--- src/rtl/rtc_hms_counter.sv ---
// rtc_hms_counter: time-of-day counter held as BCD digit pairs.
//
// Ports:
//   clk, rst                  clock, synchronous active-high reset
//   run                       1 = timekeeping, 0 = stopped / set mode
//   load, ld_hr/min/sec       one-cycle load of a binary time (invalid loads dropped)
//   inc_hr, inc_min           set-mode field increments (no carry between fields)
//   mode_12h                  display selection, combinational only
//   alarm_en, alarm_hr/min    alarm compare against hh:mm:00
//   sec_lo .. hr_hi           BCD display digits
//   pm                        internal hour is 12..23
//   sec_tick, alarm           registered one-cycle pulses on a time advance
module rtc_hms_counter #(
   parameter int unsigned CLK_FREQ = 50000000,
   parameter int unsigned PRESC_W  = 32
) (
   input  logic       clk,
   input  logic       rst,
   input  logic       run,
   input  logic       load,
   input  logic [4:0] ld_hr,
   input  logic [5:0] ld_min,
   input  logic [5:0] ld_sec,
   input  logic       inc_hr,
   input  logic       inc_min,
   input  logic       mode_12h,
   input  logic       alarm_en,
   input  logic [4:0] alarm_hr,
   input  logic [5:0] alarm_min,
   output logic [3:0] sec_lo,
   output logic [3:0] sec_hi,
   output logic [3:0] min_lo,
   output logic [3:0] min_hi,
   output logic [3:0] hr_lo,
   output logic [3:0] hr_hi,
   output logic       pm,
   output logic       sec_tick,
   output logic       alarm
);

   localparam logic [PRESC_W-1:0] PRESC_MAX = PRESC_W'(CLK_FREQ - 1);

   // Binary 0..63 to {tens, units} by repeated subtraction; no divider.
   function automatic logic [7:0] toBcd(input logic [5:0] v);
      logic [3:0] hi;
      logic [5:0] rem;
      hi  = 4'd0;
      rem = v;
      for (int k = 0; k < 6; k++) begin
         if (rem >= 6'd10) begin
            rem = rem - 6'd10;
            hi  = hi + 4'd1;
         end
      end
      return {hi, rem[3:0]};
   endfunction

   function automatic logic [7:0] incMod60(input logic [7:0] v);
      if (v[3:0] == 4'd9)
         return (v[7:4] == 4'd5) ? 8'h00 : {v[7:4] + 4'd1, 4'd0};
      return {v[7:4], v[3:0] + 4'd1};
   endfunction

   function automatic logic [7:0] incHr(input logic [7:0] v);
      if (v == 8'h23)      return 8'h00;
      if (v[3:0] == 4'd9)  return {v[7:4] + 4'd1, 4'd0};
      return {v[7:4], v[3:0] + 4'd1};
   endfunction

   logic [PRESC_W-1:0] presc;
   logic [7:0] secR, minR, hrR;
   logic [7:0] advSec, advMin, advHr;
   logic [7:0] dispHr;
   logic       ldOk, tickDue, alarmHit;

   always_comb begin
      ldOk    = load && (ld_hr <= 5'd23) && (ld_min <= 6'd59) && (ld_sec <= 6'd59);
      tickDue = run && (presc == PRESC_MAX);
      // Next time after a one-second advance, ripple-carried through the pairs.
      advSec  = incMod60(secR);
      advMin  = (secR == 8'h59) ? incMod60(minR) : minR;
      advHr   = (secR == 8'h59 && minR == 8'h59) ? incHr(hrR) : hrR;
      alarmHit = alarm_en && (advSec == 8'h00) && (advMin == toBcd(alarm_min))
                 && (advHr == toBcd({1'b0, alarm_hr}));
   end

   always_ff @(posedge clk) begin
      if (rst) begin
         presc    <= '0;
         secR     <= 8'h00;
         minR     <= 8'h00;
         hrR      <= 8'h00;
         sec_tick <= 1'b0;
         alarm    <= 1'b0;
      end else begin
         sec_tick <= 1'b0;
         alarm    <= 1'b0;
         if (ldOk) begin
            // A valid load wins over any due tick, which is simply lost.
            secR  <= toBcd(ld_sec);
            minR  <= toBcd(ld_min);
            hrR   <= toBcd({1'b0, ld_hr});
            presc <= '0;
         end else if (!run) begin
            presc <= '0;
            if (inc_hr)  hrR  <= incHr(hrR);
            if (inc_min) minR <= incMod60(minR);
         end else if (tickDue) begin
            presc    <= '0;
            secR     <= advSec;
            minR     <= advMin;
            hrR      <= advHr;
            sec_tick <= 1'b1;
            alarm    <= alarmHit;
         end else begin
            presc <= presc + 1'b1;
         end
      end
   end

   // 12h mapping done directly on the BCD pair: 00->12, 13..19->01..07, 20..23->08..11.
   always_comb begin
      dispHr = hrR;
      if (mode_12h) begin
         case (hrR[7:4])
            4'd0:    if (hrR[3:0] == 4'd0) dispHr = 8'h12;
            4'd1:    if (hrR[3:0] >= 4'd3) dispHr = {4'd0, hrR[3:0] - 4'd2};
            4'd2:    dispHr = (hrR[3:0] <= 4'd1) ? {4'd0, hrR[3:0] + 4'd8}
                                                 : {4'd1, hrR[3:0] - 4'd2};
            default: dispHr = hrR;
         endcase
      end
   end

   assign pm     = (hrR[7:4] == 4'd2) || (hrR[7:4] == 4'd1 && hrR[3:0] >= 4'd2);
   assign sec_lo = secR[3:0];
   assign sec_hi = secR[7:4];
   assign min_lo = minR[3:0];
   assign min_hi = minR[7:4];
   assign hr_lo  = dispHr[3:0];
   assign hr_hi  = dispHr[7:4];

endmodule
--- config.mk ---
export PLATFORM = sky130hd
export DESIGN_NAME = rtc_hms_counter
export DESIGN_NICKNAME = d
export VERILOG_FILES = /design/src/rtl/rtc_hms_counter.sv
export SDC_FILE = /design/constraint.sdc
export NUM_CORES = 1
export LEC_CHECK = 0
export BUFFER_PORTS_ARGS = -buffer_cell sky130_fd_sc_hd__buf_4
export CAP_MARGIN = 0
export CORE_ASPECT_RATIO = 0.9
export CORE_MARGIN = 2
export CORE_UTILIZATION = 65
export DETAILED_ROUTE_END_ITERATION = 7
export PLACE_DENSITY_LB_ADDON = 0.1
export SLEW_MARGIN = 20
export SYNTH_ARGS = -nofsm -noshare
export SYNTH_HDL_FRONTEND = slang
export SYNTH_SLANG_ARGS = --single-unit
--- constraint.sdc ---
create_clock -name clk -period 20 [get_ports clk]
set_input_delay 1 -clock clk [delete_from_list [all_inputs] [get_ports clk]]
set_output_delay 1 -clock clk [all_outputs]
set_load 0.05 [all_outputs]
==> results of run 1 <==
logic make-up after synthesis:
| kind of cell | after synthesis | synth area share, % |
|---|---|---|
| compound gates | 478 | 32.3 |
| mux | 42 | 4.47 |
| xor+xnor | 114 | 9.50 |
| fa+ha+maj | 77 | 9.17 |
| buf+inv | 150 | 5.86 |
| simple gates | 566 | 27.6 |
| flops | 58 | 11.1 |
placed cells by master, fill, tap and decap left out, drive strengths merged, types with 25 or more instances in the layout:
cell,n
inv,82
nand3,63
o21ai,126
xor2,44
nor2,137
buf,64
dfxtp,58
ha,77
nand2b,32
a21oi,95
xnor2,70
nor3,49
nor2b,28
a211oi,25
nand2,126
worst min path at each step:
stage / endpoint / cells past startpoint / slack (ps)
after floorplan: presc[0]$_SDFF_PP0_ / 1 / 430
after global placement: presc[0]$_SDFF_PP0_ / 1 / 450
after detailed placement: presc[0]$_SDFF_PP0_ / 1 / 460
after CTS: presc[0]$_SDFF_PP0_ / 1 / 470
after global routing: presc[14]$_SDFF_PP0_ / 2 / 530
final: presc[0]$_SDFF_PP0_ / 1 / 470
state kept, by name, summed over array words and instances (netlist names):
signal,count
sec_tick,1
alarm,1
secR,8
hrR,8
presc,32
minR,8
routing by layer:
layer,global-route usage [%],part of all wire (%),vias to the layer above
met2,46.7,44,374
met5,0,0,-
met3,4.34,6.8,34
met1,42.3,48,5025
met4,5.76,1.2,0
li1,-,-,5468
critical path: cells and delay by family:
kind | cells | cell delay [ps]
buffers and inverters | 4 | 300
adder cells (fa/ha/maj) | 6 | 1220
multiplexers | 2 | 750
AND/OR/NAND/NOR | 8 | 1690
XOR/XNOR | 4 | 1260
AO/OA/AOI/OAI | 10 | 2380
through the flow:
stage | cells | power (W) | utilization [%]
global route | 1704 | 0.00152 | 70.2
detailed placement | 1688 | 0.00123 | 68.5
global placement | 1688 | 0.00121 | 68.5
finish | 1704 | 0.00139 | 70.2
floorplan | 1485 | 0.00105 | -
CTS | 1704 | 0.00138 | 70.2
power groups by stage:
stage | Combinational [W] | Sequential, W | Clock (W)
2_1_floorplan | 0.000873 | 0.000177 | 0
3_3_place_gp | 0.00105 | 0.000160 | 0
3_5_place_dp | 0.00107 | 0.000161 | 0
4_1_cts | 0.00108 | 0.000159 | 0.000138
5_1_grt | 0.00122 | 0.000163 | 0.000144
6_report | 0.00109 | 0.000160 | 0.000137
layout make-up:
cell class | instances | area [sq um]
multi-input cells | 1277 | 8730
fillers | 1395 | 4760
flip-flops and latches | 58 | 1160
repair buffers | 64 | 480
inverters | 82 | 310
well taps | 207 | 259
clock buffers | 13 | 250
clock inverters | 3 | 15.0
==> run summary, run 1 <==
====================================================================================
Setup repair after global routing missed its margin ...................        false
Diodes inserted .......................................................            0
Arrival time of data at the critical path endpoint ....................      8600 ps
Proportion of synthesized flip-flops having asynchronous set or reset .           0%
Post-synthesis net count ..............................................         1598
Worst clock skew on the final layout ..................................      5.70 ps
Leakage dissipation ...................................................      4.38 nW
Power dissipated by switching net loads ...............................   0.000709 W
Maximum vdd drop ......................................................     0.177 mV
Commonest cells post-synth ............................................ sky130_fd_sc_hd__nor2_1 (133), sky130_fd_sc_hd__nand2_1 (124), sky130_fd_sc_hd__o21ai_0 (112)
Total of flip-flops plus latches after synthesis ......................           58
Die Wd ................................................................       138 um
Tcrit/Tclk final ......................................................        41.8%
Count of cell types in the netlist ....................................          115
Area of all placed cells without fillers .............................. 0.0112 sq mm
Reg-to-reg slack, setup ...............................................     14950 ps
Clock transition at path regs .........................................        50 ps
Initial drt markers ...................................................          649
Setup WS post-layout ..................................................     11640 ps
Required time of the worst setup path .................................     20240 ps
Top cell by count, worst path ......................................... sky130_fd_sc_hd__ha_1
Number of H-tree branching levels .....................................            3
Total overflow reported by the global router ..........................            0
Clock root buffer master .............................................. sky130_fd_sc_hd__clkbuf_16
Die area .............................................................. 0.0172 sq mm
Total negative setup slack ............................................         0 ps
Status ................................................................ complete, no violations
Final layout net count ................................................         1605
Number of buffers inserted by port buffering ..........................           62
Avg Inst Size Synth ...................................................   7.07 sq um
Clock period minus final worst setup slack ............................      8360 ps
Power density over cell area ..........................................  124 mW/mm^2
Number of cells on the worst reg-to-reg path ..........................           12
Cell accounting for the most synthesized area ......................... sky130_fd_sc_hd__dfxtp_1
Count of flip-flops with a built-in enable after synthesis ............            0
Share of the synthesized area in the top cell type ....................        11.1%
Post-detail-place hpwl ................................................     20300 um
Max_cap viols .........................................................            0
Critical path launch point ............................................  alarm_hr[2]
Final setup violation count ...........................................            0
Endpoint of the most critical register-to-register path ............... alarm$_SDFF_PP0_
Final hold violations .................................................            0
P_int .................................................................   0.000676 W
IO Pins ...............................................................           63
Cell types occupying the most area after synthesis .................... sky130_fd_sc_hd__dfxtp_1 (11%), sky130_fd_sc_hd__ha_1 (9.2%), sky130_fd_sc_hd__xnor2_1 (5.8%)
Total Routed Length ...................................................     26100 um
TritonCTS clock tree ..................................................         done
Combinational power share .............................................        78.6%
Prevailing post-synth register cell ................................... sky130_fd_sc_hd__dfxtp_1
First-pass DRT Iterations .............................................            5
Clock Power Share .....................................................         9.9%
Average detailed-routed wire length per instance ......................      15.3 um
Number of global-route vias before repair .............................         9496
Via-per-instance ratio ................................................         6.40
Post-placement worst setup slack ......................................     11350 ps
Yosys warns ...........................................................            0
Critical path destination ............................................. alarm$_SDFF_PP0_
Antenna violations before repair ......................................            0
Max-slew violation total from the final report ........................            0
Crit-path slowest cell ................................................ sky130_fd_sc_hd__or3_1
Largest fanout on the critical path ...................................           13
Number of gates resized after CTS .....................................            0
Die Ht ................................................................       125 um
Num rows ..............................................................           44
Share of synthesized area occupied by flip-flops and latches ..........        11.1%
FF-to-FF Start ........................................................ secR[3]$_SDFFE_PP0P_
RePlAce Congestion ....................................................        0.903
Maximum root-to-sink buffer count .....................................            2
TritonCTS Sinks .......................................................           58
Critical path class ...................................................       in2reg
Kind of end point of the critical path ................................     register
Sw Ratio ..............................................................        51.2%
Launch point of the worst hold path ................................... presc[0]$_SDFF_PP0_
Tightest Pin Transition ...............................................      1070 ps
Fraction of power consumed by sequential logic ........................        11.5%
Area of the core ...................................................... 0.0160 sq mm
Clock latency on the worst-skew pair ..................................       330 ps
Total clock buffers created by CTS ....................................            9
Min-Delay Path Class ..................................................      reg2reg
Area growth, synth to finish ..........................................        6.66%
WHS ...................................................................       475 ps
Cell Area, Synth ...................................................... 0.0105 sq mm
Post-CTS Setup Inserts ................................................            0
Total DRC errors in the routed layout .................................            0
Worst stage delay on the critical path ................................       480 ps
Startpoint kind of the worst setup timing path ........................ primary input
Wire length of the first global-routing pass ..........................     44300 um
Total number of vias ..................................................        10901
Remaining antenna violation count .....................................            0
Post-synthesis instance total .........................................         1485
Initial cell density of the core ......................................        65.8%
Relative max-transition margin ........................................        28.4%
GRT Resource Usage Total ..............................................        29.3%
Number of buffers added to fix hold violations after cts ..............            0
Most common cell in the synthesized netlist ........................... sky130_fd_sc_hd__nor2_1
Total placed instance area ............................................ 0.0109 sq mm
Fmax ..................................................................      120 MHz
Maximum number of pins on one net before global-route repair ..........           33
Fraction of final layout cells with drive strength greater than 1 .....        11.0%
====================================================================================
(Power assumes the default switching activity.)
==> inputs of run 2 (changes only) <==
--- a/config.mk
+++ b/config.mk
@@ -9,7 +9,7 @@
 export CAP_MARGIN = 0
 export CORE_ASPECT_RATIO = 0.9
 export CORE_MARGIN = 2
-export CORE_UTILIZATION = 65
+export CORE_UTILIZATION = 64
 export DETAILED_ROUTE_END_ITERATION = 7
 export PLACE_DENSITY_LB_ADDON = 0.1
 export SLEW_MARGIN = 20
==> constraint.sdc (replaced) <==
create_clock -name clk -period 8.01 [get_ports clk]
set_input_delay 0.4005 -clock clk [delete_from_list [all_inputs] [get_ports clk]]
set_output_delay 0.4005 -clock clk [all_outputs]
set_load 0.05 [all_outputs]
==> run summary, run 2 (synthesis gave the netlist of run 1 again) <==
========================================================================================
Status .................................................................... complete, no violations
Crit-path slowest cell .................................................... sky130_fd_sc_hd__a2111oi_0
Total Routed Length .......................................................     26000 um   -0.15%
Largest fanout on the critical path .......................................           10   -3
Fraction of final layout cells with drive strength greater than 1 .........        11.3%   +0.33 points
Total overflow reported by the global router ..............................            0   unchanged
Leakage dissipation .......................................................      4.40 nW   +0.52%
Number of H-tree branching levels .........................................            3   unchanged
Required time of the worst setup path .....................................      8240 ps   -12000 ps
Arrival time of data at the critical path endpoint ........................      7650 ps   -950 ps
Post-placement worst setup slack ..........................................       336 ps   -11020 ps
TritonCTS Sinks ...........................................................           58   unchanged
Category of cells accounting for the largest share of critical-path delay . compound AO/OA/AOI/OAI gates
Clock transition at path regs .............................................        50 ps   about the same
Average detailed-routed wire length per instance ..........................      15.3 um   -0.15%
Power density over cell area ..............................................  311 mW/mm^2   +150%
Clock period minus final worst setup slack ................................      7410 ps
Wire length of the first global-routing pass ..............................     45000 um   +1.4%
Setup WS post-layout ......................................................       598 ps   -11040 ps
Die Ht ....................................................................       126 um   +0.75%
Footprint of the multi-input gates ........................................ 0.00874 sq mm   about the same
Clock latency on the worst-skew pair ......................................       320 ps   about the same
Worst stage delay on the critical path ....................................       480 ps   about the same
Final setup violation count ...............................................            0   unchanged
Setup repair after global routing missed its margin .......................        false
Initial drt markers .......................................................          658   +1.4%
Commonest non-fill, non-tap cell in the layout ............................ sky130_fd_sc_hd__nor2_1
Top cell by count, worst path ............................................. sky130_fd_sc_hd__ha_1
Fmax ......................................................................      135 MHz
Total negative setup slack ................................................         0 ps   unchanged
P_int .....................................................................    0.00173 W   +160%
GRT Resource Usage Total ..................................................        29.2%   -0.090 points
Sequential cell area in the final layout .................................. 0.00116 sq mm   unchanged
Clock root buffer master .................................................. sky130_fd_sc_hd__clkbuf_16
RePlAce Congestion ........................................................        0.907   +0.49%
Buf/Inv on CP .............................................................            5   +1
Number of global-route vias before repair .................................         9604   +1.1%
Critical path class .......................................................       in2reg
Startpoint kind of the worst setup timing path ............................ primary input
Maximum vdd drop ..........................................................     0.463 mV   +160%
Maximum number of pins on one net before global-route repair ..............           33   unchanged
Die area .................................................................. 0.0175 sq mm   +1.5%
Post-detail-place hpwl ....................................................     20000 um   -1.4%
Worst clock skew on the final layout ......................................      8.51 ps   +2.81 ps
Final hold violations .....................................................            0   unchanged
First-pass DRT Iterations .................................................            6   +1
Min-Delay Path Class ......................................................       in2reg
Remaining antenna violation count .........................................            0   unchanged
Via-per-instance ratio ....................................................         6.39   about the same
Area of the core .......................................................... 0.0161 sq mm   +0.69%
TritonCTS clock tree ......................................................         done
Total clock buffers created by CTS ........................................            9   unchanged
Initial cell density of the core ..........................................        65.4%   -0.45 points
Number of flip-flops under the largest register name ......................           32   unchanged
Fraction of power consumed by sequential logic ............................        11.4%   about the same
Number of buffers inserted by port buffering ..............................           62   unchanged
IO Pins ...................................................................           63   unchanged
Tightest Pin Transition ...................................................       855 ps   -220 ps
Die Wd ....................................................................       139 um   +0.75%
Combinational power share .................................................        77.8%   -0.8 points
Area growth, synth to finish ..............................................        7.12%
Filler cells ..............................................................         1429   +2.4%
Number of buffers added to fix hold violations after cts ..................            0   unchanged
Clock Power Share .........................................................        10.8%   +0.9 points
Maximum root-to-sink buffer count .........................................            2   unchanged
Max_cap viols .............................................................            0   unchanged
Reg with most FFs .........................................................        presc
Reg-to-reg slack, setup ...................................................      3080 ps   -11870 ps
Most used cells in the layout excluding fill and tap cells ................ sky130_fd_sc_hd__nor2_1 (133), sky130_fd_sc_hd__nand2_1 (124), sky130_fd_sc_hd__o21ai_0 (112)
Max-slew violation total from the final report ............................            0   unchanged
Total number of vias ......................................................        10896   -0.046%
Diodes inserted ...........................................................            0   unchanged
Tcrit/Tclk final ..........................................................        92.5%
Final layout net count ....................................................         1607   +0.12%
Kind of end point of the critical path ....................................     register
Num rows ..................................................................           44   unchanged
Power dissipated by switching net loads ...................................    0.00177 W   +150%
Total DRC errors in the routed layout .....................................            0   unchanged
Relative max-transition margin ............................................        41.5%   +13 points
Antenna violations before repair ..........................................            0   unchanged
Sw Ratio ..................................................................        50.5%   -0.66 points
========================================================================================
[run 2: cell count changes in the layout (fill, tap and decap cells not counted), sizes merged]
cell    delta
clkbuf     -2
clkinv     -1
bufinv     +1
buf        +2
[run 2: power groups by stage]
stage	registers (W)	clock network, W	logic (W)
floorplan	0.000442	0	0.00218
global placement	0.000401	0	0.00261
detailed placement	0.000401	0	0.00268
CTS	0.000396	0.000380	0.00270
global route	0.000406	0.000393	0.00307
finish	0.000399	0.000377	0.00272
[run 2: final cells by class]
class | count | share of cell area, %
multi-input cells | 1277 | 77.6
flip-flops and latches | 58 | 10.3
repair buffers | 66 | 4.40
inverters | 82 | 2.76
well taps | 207 | 2.30
clock buffers | 11 | 2.25
clock inverters | 3 | 0.356
[run 2: timing repair]
action / 4_1_cts / 5_1_grt
setup endpoints to repair: 0 / 1
resized for setup: 0 / 1
buffers inserted: 0 / 0
endpoints found under the hold margin: 0 / 0
[run 2: per-stage QoR]
stage               utilization [%]  cells  total power [W]  hold WS [ps]  cell area, sq um
finish                         70.0   1704          0.00350           429             11300
global route                   70.0   1704          0.00387           453             11300
CTS                            70.0   1704          0.00348           426             11200
detailed placement             68.2   1690          0.00308           454             11000
global placement               68.2   1690          0.00301           447             11000
floorplan                         -   1485          0.00262           430             10500
[run 2: final timing paths]
kind | start | end | depth (start not counted)
max | alarm_hr[2] | alarm$_SDFF_PP0_ | 34
min reg2reg | presc[0]$_SDFF_PP0_ | presc[0]$_SDFF_PP0_ | 1
max reg2reg | secR[3]$_SDFFE_PP0P_ | alarm$_SDFF_PP0_ | 12
min | ld_sec[0] | secR[0]$_SDFFE_PP0P_ | 3
[run 2: worst reg2reg max path, cell delays in order (launching register included)]
cell and delay [ps]:
sky130_fd_sc_hd__dfxtp_1 460, sky130_fd_sc_hd__nand2b_1 140, sky130_fd_sc_hd__nor3_1 620, sky130_fd_sc_hd__nand3_1 330, sky130_fd_sc_hd__nor2_1 340, sky130_fd_sc_hd__nand4b_1 370, sky130_fd_sc_hd__xnor2_1 280, sky130_fd_sc_hd__nor4_1 520
sky130_fd_sc_hd__nand4_1 170, sky130_fd_sc_hd__a2111oi_0 710, sky130_fd_sc_hd__o2111ai_1 200, sky130_fd_sc_hd__a2111oi_0 430, sky130_fd_sc_hd__nor4b_2 260
[run 2: layer usage]
metal,global-route usage [%],share of wire [%],up-vias
met2,47.3,44,357
li1,-,-,5464
met1,42.2,49,5049
met5,0,0,-
met3,4.33,5.9,26
met4,4.22,0.95,0
